**config.mk**
```make
export PLATFORM = sky130hd
export DESIGN_NAME = button_event
export DESIGN_NICKNAME = d
export VERILOG_FILES = /design/src/rtl/button_pkg.sv /design/src/rtl/button_evt_fifo.sv /design/src/rtl/button_event.sv
export SDC_FILE = /design/constraint.sdc
export NUM_CORES = 1
export LEC_CHECK = 0
export BUFFER_PORTS_ARGS = -buffer_cell sky130_fd_sc_hd__buf_4
export CORE_AREA = 2 2 58 60
export CTS_BUF_LIST = sky130_fd_sc_hd__clkbuf_16
export DETAILED_ROUTE_END_ITERATION = 8
export DIE_AREA = 0 0 60 62
export PLACE_DENSITY_LB_ADDON = 0.12
export SYNTH_ARGS = -nofsm -noshare
export SYNTH_HDL_FRONTEND = slang
export SYNTH_HIERARCHICAL = 1
export SYNTH_SLANG_ARGS = --single-unit
export TNS_END_PERCENT = 30
```
**constraint.sdc**
```tcl
create_clock -name clk -period 4.7 [get_ports clk]
set_clock_uncertainty 0.05 [all_clocks]
set_input_delay 0.47 -clock clk [delete_from_list [all_inputs] [get_ports clk]]
set_output_delay 0.47 -clock clk [all_outputs]
set_load 0.02 [all_outputs]
```
**src/rtl/button_pkg.sv**
```systemverilog
// Shared definitions for the button event block: direction codes, FSM states and the direction encoder.
// No logic latency; the helper function is purely combinational.
// No flow control here; the consumer handshake lives in button_event.
package button_pkg;

   localparam logic [1:0] DIR_NORTH = 2'd0;
   localparam logic [1:0] DIR_EAST  = 2'd1;
   localparam logic [1:0] DIR_SOUTH = 2'd2;
   localparam logic [1:0] DIR_WEST  = 2'd3;

   typedef enum logic {
      RELEASED = 1'b0,
      HELD     = 1'b1
   } state_t;

   // Fixed priority north > east > south > west; west is also the all-low fallback.
   function automatic logic [1:0] dir_encode(input logic n, input logic e, input logic s, input logic w);
      logic [1:0] d;
      d = DIR_WEST;
      if (n)      d = DIR_NORTH;
      else if (e) d = DIR_EAST;
      else if (s) d = DIR_SOUTH;
      else if (w) d = DIR_WEST;
      return d;
   endfunction

endpackage

```
**src/rtl/button_evt_fifo.sv**
```systemverilog
// Small first-word fall-through event FIFO, DEPTH entries (power of two) of WIDTH bits.
// Latency: a push is visible at dat_o/empty_o in the cycle after the write edge.
// Backpressure: a push while full is accepted only together with a pop; otherwise it is ignored here.
module button_evt_fifo
   import button_pkg::*;
#(
   parameter int DEPTH = 4,
   parameter int WIDTH = 2
) (
   input  logic                           clk,
   input  logic                           rst,
   input  logic                           push_i,
   input  logic [WIDTH-1:0]               dat_i,
   input  logic                           pop_i,
   output logic [WIDTH-1:0]               dat_o,
   output logic [$clog2(DEPTH+1)-1:0]     count_o,
   output logic                           full_o,
   output logic                           empty_o
);

   localparam int PTR_W = $clog2(DEPTH);
   localparam int CNT_W = $clog2(DEPTH+1);

   logic [WIDTH-1:0] mem_q [DEPTH];
   logic [PTR_W-1:0] wr_ptr_q;
   logic [PTR_W-1:0] rd_ptr_q;
   logic [CNT_W-1:0] count_q;
   logic             do_push;
   logic             do_pop;

   // Handshake qualification: pops need data, pushes need room (or a same-cycle pop).
   always_comb begin
      empty_o = (count_q == '0);
      full_o  = (count_q == CNT_W'(DEPTH));
      do_pop  = pop_i & ~empty_o;
      do_push = push_i & (~full_o | do_pop);
      count_o = count_q;
      dat_o   = empty_o ? '0 : mem_q[rd_ptr_q];
   end

   // Pointers wrap naturally because DEPTH is a power of two.
   always_ff @(posedge clk) begin
      if (rst) begin
         wr_ptr_q <= '0;
         rd_ptr_q <= '0;
         count_q  <= '0;
      end else begin
         if (do_push) wr_ptr_q <= wr_ptr_q + PTR_W'(1);
         if (do_pop)  rd_ptr_q <= rd_ptr_q + PTR_W'(1);
         case ({do_push, do_pop})
            2'b10:   count_q <= count_q + CNT_W'(1);
            2'b01:   count_q <= count_q - CNT_W'(1);
            default: count_q <= count_q;
         endcase
      end
   end

   // Storage needs no reset; the read port is masked while empty.
   always_ff @(posedge clk) begin
      if (do_push) mem_q[wr_ptr_q] <= dat_i;
   end

endmodule

```
**src/rtl/button_event.sv**
```systemverilog
// Turns debounced toggle edges plus raw direction levels into queued direction events (optional auto-repeat via BUTTON_EVENT_REPEAT_EN).
// Latency: an event pushed at the edge ending the toggle-edge cycle shows on evt_valid the next cycle.
// Backpressure: evt_valid/evt_ready pop; pushes into a full FIFO without a same-cycle pop are dropped and set sticky overflow.
module button_event
   import button_pkg::*;
#(
   parameter int DEPTH         = 4,
   parameter int REPEAT_DELAY  = 25000000,
   parameter int REPEAT_PERIOD = 10000000
) (
   input  logic                       clk,
   input  logic                       rst,
   input  logic                       btn_toggle,
   input  logic                       btn_north,
   input  logic                       btn_east,
   input  logic                       btn_south,
   input  logic                       btn_west,
   output logic                       evt_valid,
   output logic [1:0]                 evt_dir,
   input  logic                       evt_ready,
   output logic [$clog2(DEPTH+1)-1:0] evt_count,
   output logic                       overflow
);

   state_t     state_q;
   logic [1:0] dir_q;
   logic       tog_q;
   logic       overflow_q;
   logic       edge_det;
   logic       any_btn;
   logic [1:0] dir_now;
   logic       press_push;
   logic       rep_push;
   logic       push;
   logic [1:0] push_dir;
   logic       pop;
   logic       fifo_full;
   logic       fifo_empty;

`ifdef BUTTON_EVENT_REPEAT_EN
   localparam logic [31:0] DELAY_LAST  = 32'(REPEAT_DELAY - 1);
   localparam logic [31:0] PERIOD_LAST = 32'(REPEAT_PERIOD - 1);
   logic [31:0] rep_cnt_q;
   logic        rep_first_done_q;

   // Repeat fires on the last cycle of the current hold interval; a release edge takes precedence.
   assign rep_push = (state_q == HELD) && !edge_det &&
                     (rep_cnt_q == (rep_first_done_q ? PERIOD_LAST : DELAY_LAST));
`else
   logic unused_params;
   assign unused_params = (REPEAT_DELAY > 0) ^ (REPEAT_PERIOD > 0);
   assign rep_push      = 1'b0;
`endif

   // Edge detection, direction sampling and push/pop selection.
   always_comb begin
      edge_det   = btn_toggle ^ tog_q;
      any_btn    = btn_north | btn_east | btn_south | btn_west;
      dir_now    = dir_encode(btn_north, btn_east, btn_south, btn_west);
      press_push = (state_q == RELEASED) && edge_det && any_btn;
      push       = press_push | rep_push;
      push_dir   = press_push ? dir_now : dir_q;
      pop        = evt_valid & evt_ready;
   end

   // Toggle history; loading it during reset too means no spurious edge right after reset.
   always_ff @(posedge clk) begin
      tog_q <= btn_toggle;
   end

   // Press/release FSM with latched press direction and the optional repeat timer.
   always_ff @(posedge clk) begin
      if (rst) begin
         state_q <= RELEASED;
         dir_q   <= DIR_NORTH;
`ifdef BUTTON_EVENT_REPEAT_EN
         rep_cnt_q        <= '0;
         rep_first_done_q <= 1'b0;
`endif
      end else begin
         case (state_q)
            RELEASED: begin
               if (edge_det && any_btn) begin
                  state_q <= HELD;
                  dir_q   <= dir_now;
               end
            end
            HELD: begin
               if (edge_det) state_q <= RELEASED;
            end
            default: state_q <= RELEASED;
         endcase
`ifdef BUTTON_EVENT_REPEAT_EN
         if (state_q == HELD && !edge_det) begin
            if (rep_push) begin
               rep_cnt_q        <= '0;
               rep_first_done_q <= 1'b1;
            end else begin
               rep_cnt_q <= rep_cnt_q + 32'd1;
            end
         end else begin
            rep_cnt_q        <= '0;
            rep_first_done_q <= 1'b0;
         end
`endif
      end
   end

   // Sticky drop flag: only reset clears it.
   always_ff @(posedge clk) begin
      if (rst)                            overflow_q <= 1'b0;
      else if (push && fifo_full && !pop) overflow_q <= 1'b1;
   end

   assign overflow  = overflow_q;
   assign evt_valid = ~fifo_empty;

   button_evt_fifo #(
      .DEPTH (DEPTH),
      .WIDTH (2)
   ) u_fifo (
      .clk     (clk),
      .rst     (rst),
      .push_i  (push),
      .dat_i   (push_dir),
      .pop_i   (pop),
      .dat_o   (evt_dir),
      .count_o (evt_count),
      .full_o  (fifo_full),
      .empty_o (fifo_empty)
   );

endmodule

```
==> results of run 1 <==
layout by cell type, fill, tap and decap left out:
| master | instances |
|---|---|
| bufinv_16 | 1 |
| xnor2_1 | 1 |
| and2_2 | 4 |
| a21boi_2 | 1 |
| a21oi_1 | 7 |
| a211o_2 | 1 |
| o21ai_0 | 3 |
| o31a_2 | 1 |
| nand2b_1 | 4 |
| a211o_1 | 1 |
| nor2b_1 | 3 |
| dfxtp_1 | 14 |
| xor2_1 | 2 |
| inv_1 | 12 |
| clkbuf_16 | 3 |
| ha_1 | 5 |
| mux4_2 | 2 |
| edfxtp_1 | 8 |
| nor3_2 | 1 |
| nand2_1 | 2 |
| nor2_1 | 9 |
| mux2_4 | 2 |
| nor3_1 | 2 |
| or3_1 | 3 |
| buf_4 | 14 |
| o32ai_2 | 1 |
| mux2i_1 | 2 |
| nor3b_2 | 1 |
| fa_1 | 1 |
final cells by class:
type	instances	area (µm²)
clock buffer	3	75.1
clock inverter	1	30.0
fill	307	1870
inverter	12	45.0
multi-input combinational	59	477
sequential	22	520
tap	46	57.6
timing repair buffer	14	105
kinds of logic after synthesis:
| group | after synthesis | synth area share |
|---|---|---|
| AND/OR/NAND/NOR | 29 | 0.159 |
| flip-flops | 22 | 0.498 |
| AO/OA/AOI/OAI | 15 | 0.102 |
| buffers and inverters | 13 | 0.0466 |
| multiplexers | 6 | 0.0909 |
| adder cells (fa/ha/maj) | 6 | 0.0789 |
| XOR/XNOR | 3 | 0.0251 |
path summary, 6_finish.rpt:
path / from / endpoint / slack [ns]
min: btn_toggle / tog_q$_DFF_P_ / 0.28
max: u_fifo/count_o[0]$_SDFFE_PP0P_ / u_fifo/count_o[2]$_SDFFE_PP0P_ / 2.01
max reg2reg: u_fifo/count_o[0]$_SDFFE_PP0P_ / u_fifo/count_o[2]$_SDFFE_PP0P_ / 2.01
min reg2reg: overflow$_SDFFE_PP0P_ / overflow$_SDFFE_PP0P_ / 0.42
stage by stage:
step | instances | area [µm²] | hold WS, ns | setup slack, ns
final | 157 | 1310 | 0.285 | 2.01
after global routing | 157 | 1310 | 0.277 | 1.77
after CTS | 157 | 1310 | 0.280 | 1.96
after detailed placement | 153 | 1200 | 0.416 | 1.95
after global placement | 153 | 1200 | 0.418 | 2.00
after floorplan | 94 | 1050 | 0.401 | 2.25
sequential cells by signal (all words and copies together), names as in the netlist, named ones only:
| name | cells |
|---|---|
| u_fifo/mem_q | 8 |
| u_fifo/count_o | 3 |
| dir_q | 2 |
| u_fifo/rd_ptr_q | 2 |
| u_fifo/wr_ptr_q | 2 |
| overflow | 1 |
| state_q | 1 |
| tog_q | 1 |
routing by layer:
layer  track usage  vias to the layer above  routed length (µm)
li1              -                      355                   -
met1         0.126                      306                 833
met2         0.143                       16                 748
met3        0.0435                        2                  76
met4        0.0381                        0                   8
met5             0                        -                   0
power groups by stage:
stage,logic [mW],clock network [mW],registers (mW)
after floorplan,0.104,0,0.248
after global placement,0.162,0,0.243
after detailed placement,0.163,0,0.244
after CTS,0.164,0.240,0.240
after global routing,0.181,0.249,0.243
final,0.160,0.233,0.239
worst reg2reg max path: stages (launching register included):
cell	delay (ns)
dfxtp_1	0.36
nor3_2	0.45
nor2b_1	0.18
inv_1	0.16
a21boi_2	0.13
inv_1	0.08
ha_1	0.17
inv_1	0.06
fa_1	0.37
xor2_1	0.16
or3_1	0.30
a21oi_1	0.15
==> key figures, run 1 <==
Finish
  – # nets final: 126
  – Final core utilization: 0.412
  – Synthesis-to-finish area growth: 25.2%
  – Layout cells sized above 1: 0.288
  – ANT cells: 0

Setup path
  – CP Max Fanout: 9
  – Crit. path cell count: 11
  – CP peak stage delay: 0.45 ns
  – Cell mode on critical path: inv_1
  – Setup crit end kind: register
  – Worst path bufs/invs: 3
  – Worst-path cell chain: nor3_2 -> nor2b_1 -> inv_1 -> a21boi_2 -> inv_1 -> ha_1 -> inv_1 -> fa_1 -> xor2_1 -> or3_1 -> a21oi_1
  – CP Class: reg2reg
  – Crit path max-delay family: simple AND/OR/NAND/NOR gates
  – CP required: 4.83 ns
  – Arrival @ worst endpoint: 2.82 ns
  – CP Launch Type: register
  – Critical-path top delay cell: nor3_2
  – Worst reg2reg path depth: 11

Yosys
  – Cell taking the most area after synthesis: dfxtp_1
  – Syn. warnings: 6
  – Average cell area after synthesis: 11.1 µm²
  – Sequential area share after synthesis: 0.498
  – Number of synthesized flops with an enable pin: 8
  – Post-synth top flop: dfxtp_1
  – Asr flop ratio synth: 0
  – Synth cell count leaders: dfxtp_1, inv_1, nor2_1, edfxtp_1, a21oi_1
  – #FFs+latches synth: 22
  – Yosys top cell area share: 0.268
  – Most frequent cell after synthesis: dfxtp_1
  – Yosys cell types: 27
  – Syn Nets: 108
  – Cells after Synth: 94
  – Mapped Area: 0.00105 mm²
  – Top post-synthesis cells by area: dfxtp_1, edfxtp_1, ha_1

Floorplanning
  – Die Y: 62 µm
  – Row cnt: 21
  – Core ar.: 0.00318 mm²
  – IO Count: 15
  – Starting Density: 0.329
  – Die area: 0.00372 mm²
  – Die W: 60 µm

Worst hold path
  – Worst Hold Class: in2reg
  – Hold Crit Depth: 1

STA
  – Final Setup Violations: 0
  – Fmax: 372 MHz
  – Final hold vios: 0
  – Max-slew violation count: 0
  – Clock period minus worst slack: 2.69 ns
  – Fin crit share: 0.571
  – Setup TNS: 0 ns
  – RSZ-0062 raised after global routing: false
  – Slew HR: 0.660
  – Slew @ Worst Pin: 0.507 ns

Route
  – DR vias/cell: 4.32
  – Antenna-violating nets left: 0
  – Detailed-route via count: 679
  – Iteration-0 DRC count of the detailed router: 17
  – Routed WL: 1670 µm
  – Avg WL per Cell: 10.6 µm
  – Number of remaining DRC errors: 0
  – DR pass1 iterations: 5

Clock tree
  – Worst-Skew Late Latency: 0.25 ns
  – CTS tree: yes
  – CTS Sinks: 22
  – Cts hold-fix bufs: 0
  – Total setup buffers inserted after CTS: 0
  – Clock Pin Slew Worst Setup and Hold Paths: 0.06 ns
  – Inserted Clock Buffers: 3
  – Clock Tree Root: clkbuf_16
  – H-tree depth reported by CTS: 1
  – Post-CTS sizing: 0
  – CTS Buffer Depth: 2

Global routing
  – Number of global-route vias before repair: 594
  – Largest net degree at the start of global routing: 17
  – Antenna violations before repair: 0
  – Gr usage total: 0.0974
  – GRT overflow: 0
  – Global-route wire length before repair: 2600 µm

Placed design
  – DP Wirelength: 1300 µm
  – Placer's final routability congestion estimate: 0.653
  – Port-buffer cells: 14

Pwr
  – Internal Power: 0.460 mW
  – Switching share of power: 0.272
  – Power share of the clock group: 0.368
  – Cell Pwr Density: 482 mW/mm²
  – Peak supply drop: 0.223 mV
  – Part of the power in registers: 0.378
  – Psw: 0.172 mW
  – Comb power frac: 0.254
  – Total Power: 0.632 mW
  – Lkg Pwr: 0.520 nW

Run status
  – Status: finished, final reports clean

Flow run
  – Max-cap violations: 0
Power figures use the tool's default switching activity.
==> inputs of run 2 (changes only) <==
==> constraint.sdc (replaced) <==
create_clock -name clk -period 2.3 [get_ports clk]
set_clock_uncertainty 0.05 [all_clocks]
set_input_delay 0.23 -clock clk [delete_from_list [all_inputs] [get_ports clk]]
set_output_delay 0.23 -clock clk [all_outputs]
set_load 0.02 [all_outputs]
==> run 2 against run 1 <==
Net effect:
- total power up 94%
- routed wire length grew 0.96%
- clock power is 52% higher
- critical path depth unchanged
- sequential power grew 110%
- sequential share of layout area down 0.83 points
- worst setup slack got worse by 1.9 ns
- highest routed layer unchanged
==> key figures, run 2 (synthesis results as in run 1) <==
Run status
  – Status: finished, final reports clean (unchanged)

Placed design
  – Port-buffer cells: 14 (unchanged)
  – Place WS: 0.0598 ns (was 1.95 ns)
  – Placer's final routability congestion estimate: 0.656 (was 0.653)
  – DP Wirelength: 1300 µm (about the same)
  – Cell Area, Placed: 0.00125 mm² (was 0.00120 mm²)
  – Dpl cells: 158 (was 153)

Finish
  – Non-filler cells, final: 162 (was 157)
  – Layout fillers: 305 (was 307)
  – Max FFs per register: 8 (unchanged)
  – Most flop-heavy register: u_fifo/mem_q (unchanged)
  – Register Area: 524 µm² (was 520 µm²)
  – # nets final: 131 (was 126)
  – Layout cells sized above 1: 0.379 (was 0.288)
  – ANT cells: 0 (unchanged)
  – Final core utilization: 0.424 (was 0.412)
  – Most common cell after layout, fill and taps aside: buf_4
  – Final Cell Area: 0.00135 mm² (was 0.00131 mm²)
  – Synthesis-to-finish area growth: 28.8% (was 25.2%)
  – Multi-input gate area: 499 µm² (was 477 µm²)
  – Most frequent cells in the layout: buf_4, inv_1, dfxtp_1 (was dfxtp_1, buf_4, inv_1)

Clock tree
  – CTS tree: yes (unchanged)
  – H-tree depth reported by CTS: 1 (unchanged)
  – Clock Pin Slew Worst Setup and Hold Paths: 0.06 ns (about the same)
  – Post-CTS sizing: 0 (unchanged)
  – CTS Buffer Depth: 2 (unchanged)
  – Worst-Skew Late Latency: 0.25 ns (about the same)
  – Clock Tree Root: clkbuf_16 (unchanged)
  – CTS Sinks: 22 (unchanged)
  – Cts hold-fix bufs: 0 (unchanged)
  – Total setup buffers inserted after CTS: 0 (unchanged)
  – Inserted Clock Buffers: 3 (unchanged)

STA
  – Clock period minus worst slack: 2.18 ns (was 2.69 ns)
  – Slew @ Worst Pin: 0.257 ns (was 0.507 ns)
  – Setup WS post-layout: 0.123 ns (was 2.01 ns)
  – Fmax: 459 MHz (was 372 MHz)
  – Final Setup Violations: 0 (unchanged)
  – Final hold vios: 0 (unchanged)
  – Max-slew violation count: 0 (unchanged)
  – Slew HR: 0.828 (was 0.660)
  – Setup TNS: 0 ns (unchanged)
  – Fin crit share: 0.947 (was 0.571)
  – RSZ-0062 raised after global routing: false (unchanged)

Setup path
  – CP peak stage delay: 0.37 ns (was 0.45 ns)
  – Setup crit end kind: register (unchanged)
  – Crit path max-delay family: adder cells (was simple AND/OR/NAND/NOR gates)
  – CP Launch Type: register (unchanged)
  – Critical-path top delay cell: fa_1 (was nor3_2)
  – Worst R2R Setup Slack: 0.12 ns (was 2.01 ns)
  – Cell mode on critical path: inv_1 (unchanged)
  – CP Max Fanout: 2 (was 9)
  – Worst path bufs/invs: 3 (unchanged)
  – CP startpoint: tog_q$_DFF_P_ (was u_fifo/count_o[0]$_SDFFE_PP0P_)
  – Arrival @ worst endpoint: 2.31 ns (was 2.82 ns)
  – Worst reg2reg path depth: 11 (unchanged)
  – CP required: 2.43 ns (was 4.83 ns)
  – Critical path endpoint: u_fifo/count_o[2]$_SDFFE_PP0P_ (unchanged)
  – Reg-to-Reg End: u_fifo/count_o[2]$_SDFFE_PP0P_ (unchanged)
  – R2r startpoint: tog_q$_DFF_P_ (was u_fifo/count_o[0]$_SDFFE_PP0P_)
  – CP Class: reg2reg (unchanged)
  – Worst-path cell chain: xnor2_2 -> a211o_2 -> inv_1 -> a21boi_2 -> inv_1 -> ha_2 -> inv_1 -> fa_1 -> xor2_1 -> or3_1 -> a21oi_2 (was nor3_2 -> nor2b_1 -> inv_1 -> a21boi_2 -> inv_1 -> ha_1 -> inv_1 -> fa_1 -> xor2_1 -> or3_1 -> a21oi_1)
  – Crit. path cell count: 11 (unchanged)

Global routing
  – Global-route wire length before repair: 2800 µm (was 2600 µm)
  – Antenna violations before repair: 0 (unchanged)
  – Number of global-route vias before repair: 623 (was 594)
  – Largest net degree at the start of global routing: 17 (unchanged)
  – GRT overflow: 0 (unchanged)
  – Gr usage total: 0.103 (was 0.0974)

Worst hold path
  – Worst Hold Class: in2reg (unchanged)

Floorplanning
  – Starting Density: 0.329 (unchanged)
  – Die area: 0.00372 mm² (unchanged)
  – Row cnt: 21 (unchanged)
  – IO Count: 15 (unchanged)
  – Die Y: 62 µm (unchanged)
  – Core ar.: 0.00318 mm² (unchanged)
  – Die W: 60 µm (unchanged)

Pwr
  – Cell Pwr Density: 910 mW/mm² (was 482 mW/mm²)
  – Lkg Pwr: 0.540 nW (was 0.520 nW)
  – Peak supply drop: 0.342 mV (was 0.223 mV)

Route
  – Antenna-violating nets left: 0 (unchanged)
  – DR pass1 iterations: 4 (was 5)
  – Avg WL per Cell: 10.4 µm (was 10.6 µm)
  – Number of remaining DRC errors: 0 (unchanged)
  – Iteration-0 DRC count of the detailed router: 29 (was 17)
  – Detailed-route via count: 686 (was 679)
  – Routed WL: 1680 µm (was 1670 µm)
  – DR vias/cell: 4.23 (was 4.32)

Flow run
  – Max-cap violations: 0 (unchanged)
## run 2: cell type report
| cell class | instances | share of cell area |
|---|---|---|
| Sequential cell | 22 | 0.389 |
| Multi-Input combinational cell | 59 | 0.370 |
| Timing Repair Buffer | 19 | 0.106 |
| Clock buffer | 3 | 0.0557 |
| Tap cell | 46 | 0.0427 |
| Inverter | 12 | 0.0334 |
| Clock inverter | 1 | 0.00279 |
## run 2: how the worst min path moves through the flow
stage / startpoint / to / slack [ns] / cells after the start
floorplan: btn_toggle / tog_q$_DFF_P_ / 0.21 / 0
detailed placement: btn_toggle / tog_q$_DFF_P_ / 0.30 / 1
CTS: btn_toggle / tog_q$_DFF_P_ / 0.04 / 1
global route: btn_toggle / tog_q$_DFF_P_ / 0.05 / 1
global placement: btn_toggle / tog_q$_DFF_P_ / 0.30 / 1
finish: btn_toggle / tog_q$_DFF_P_ / 0.06 / 1
## run 2: power by group
group	internal, mW	leakage [nW]	switching, mW	total [mW]
sequential	0.454	0.190	0.0433	0.497
clock	0.231	0.0385	0.123	0.354
combinational	0.181	0.311	0.194	0.375
total	0.866	0.540	0.360	1.23
## run 2: per-stage QoR
stage | hold WS [ns] | total power, mW
after floorplan | 0.208 | 0.730
after global placement | 0.300 | 0.876
after detailed placement | 0.301 | 0.877
after CTS | 0.0405 | 1.24
after global routing | 0.0544 | 1.31
final | 0.0588 | 1.23
## run 2: metal layers
layer / global-route usage / vias to the layer above / wire [µm]
met5: 0 / - / 0
met4: 0.0571 / 0 / 28
met3: 0.0186 / 2 / 54
met2: 0.161 / 13 / 768
met1: 0.135 / 309 / 832
li1: - / 362 / -
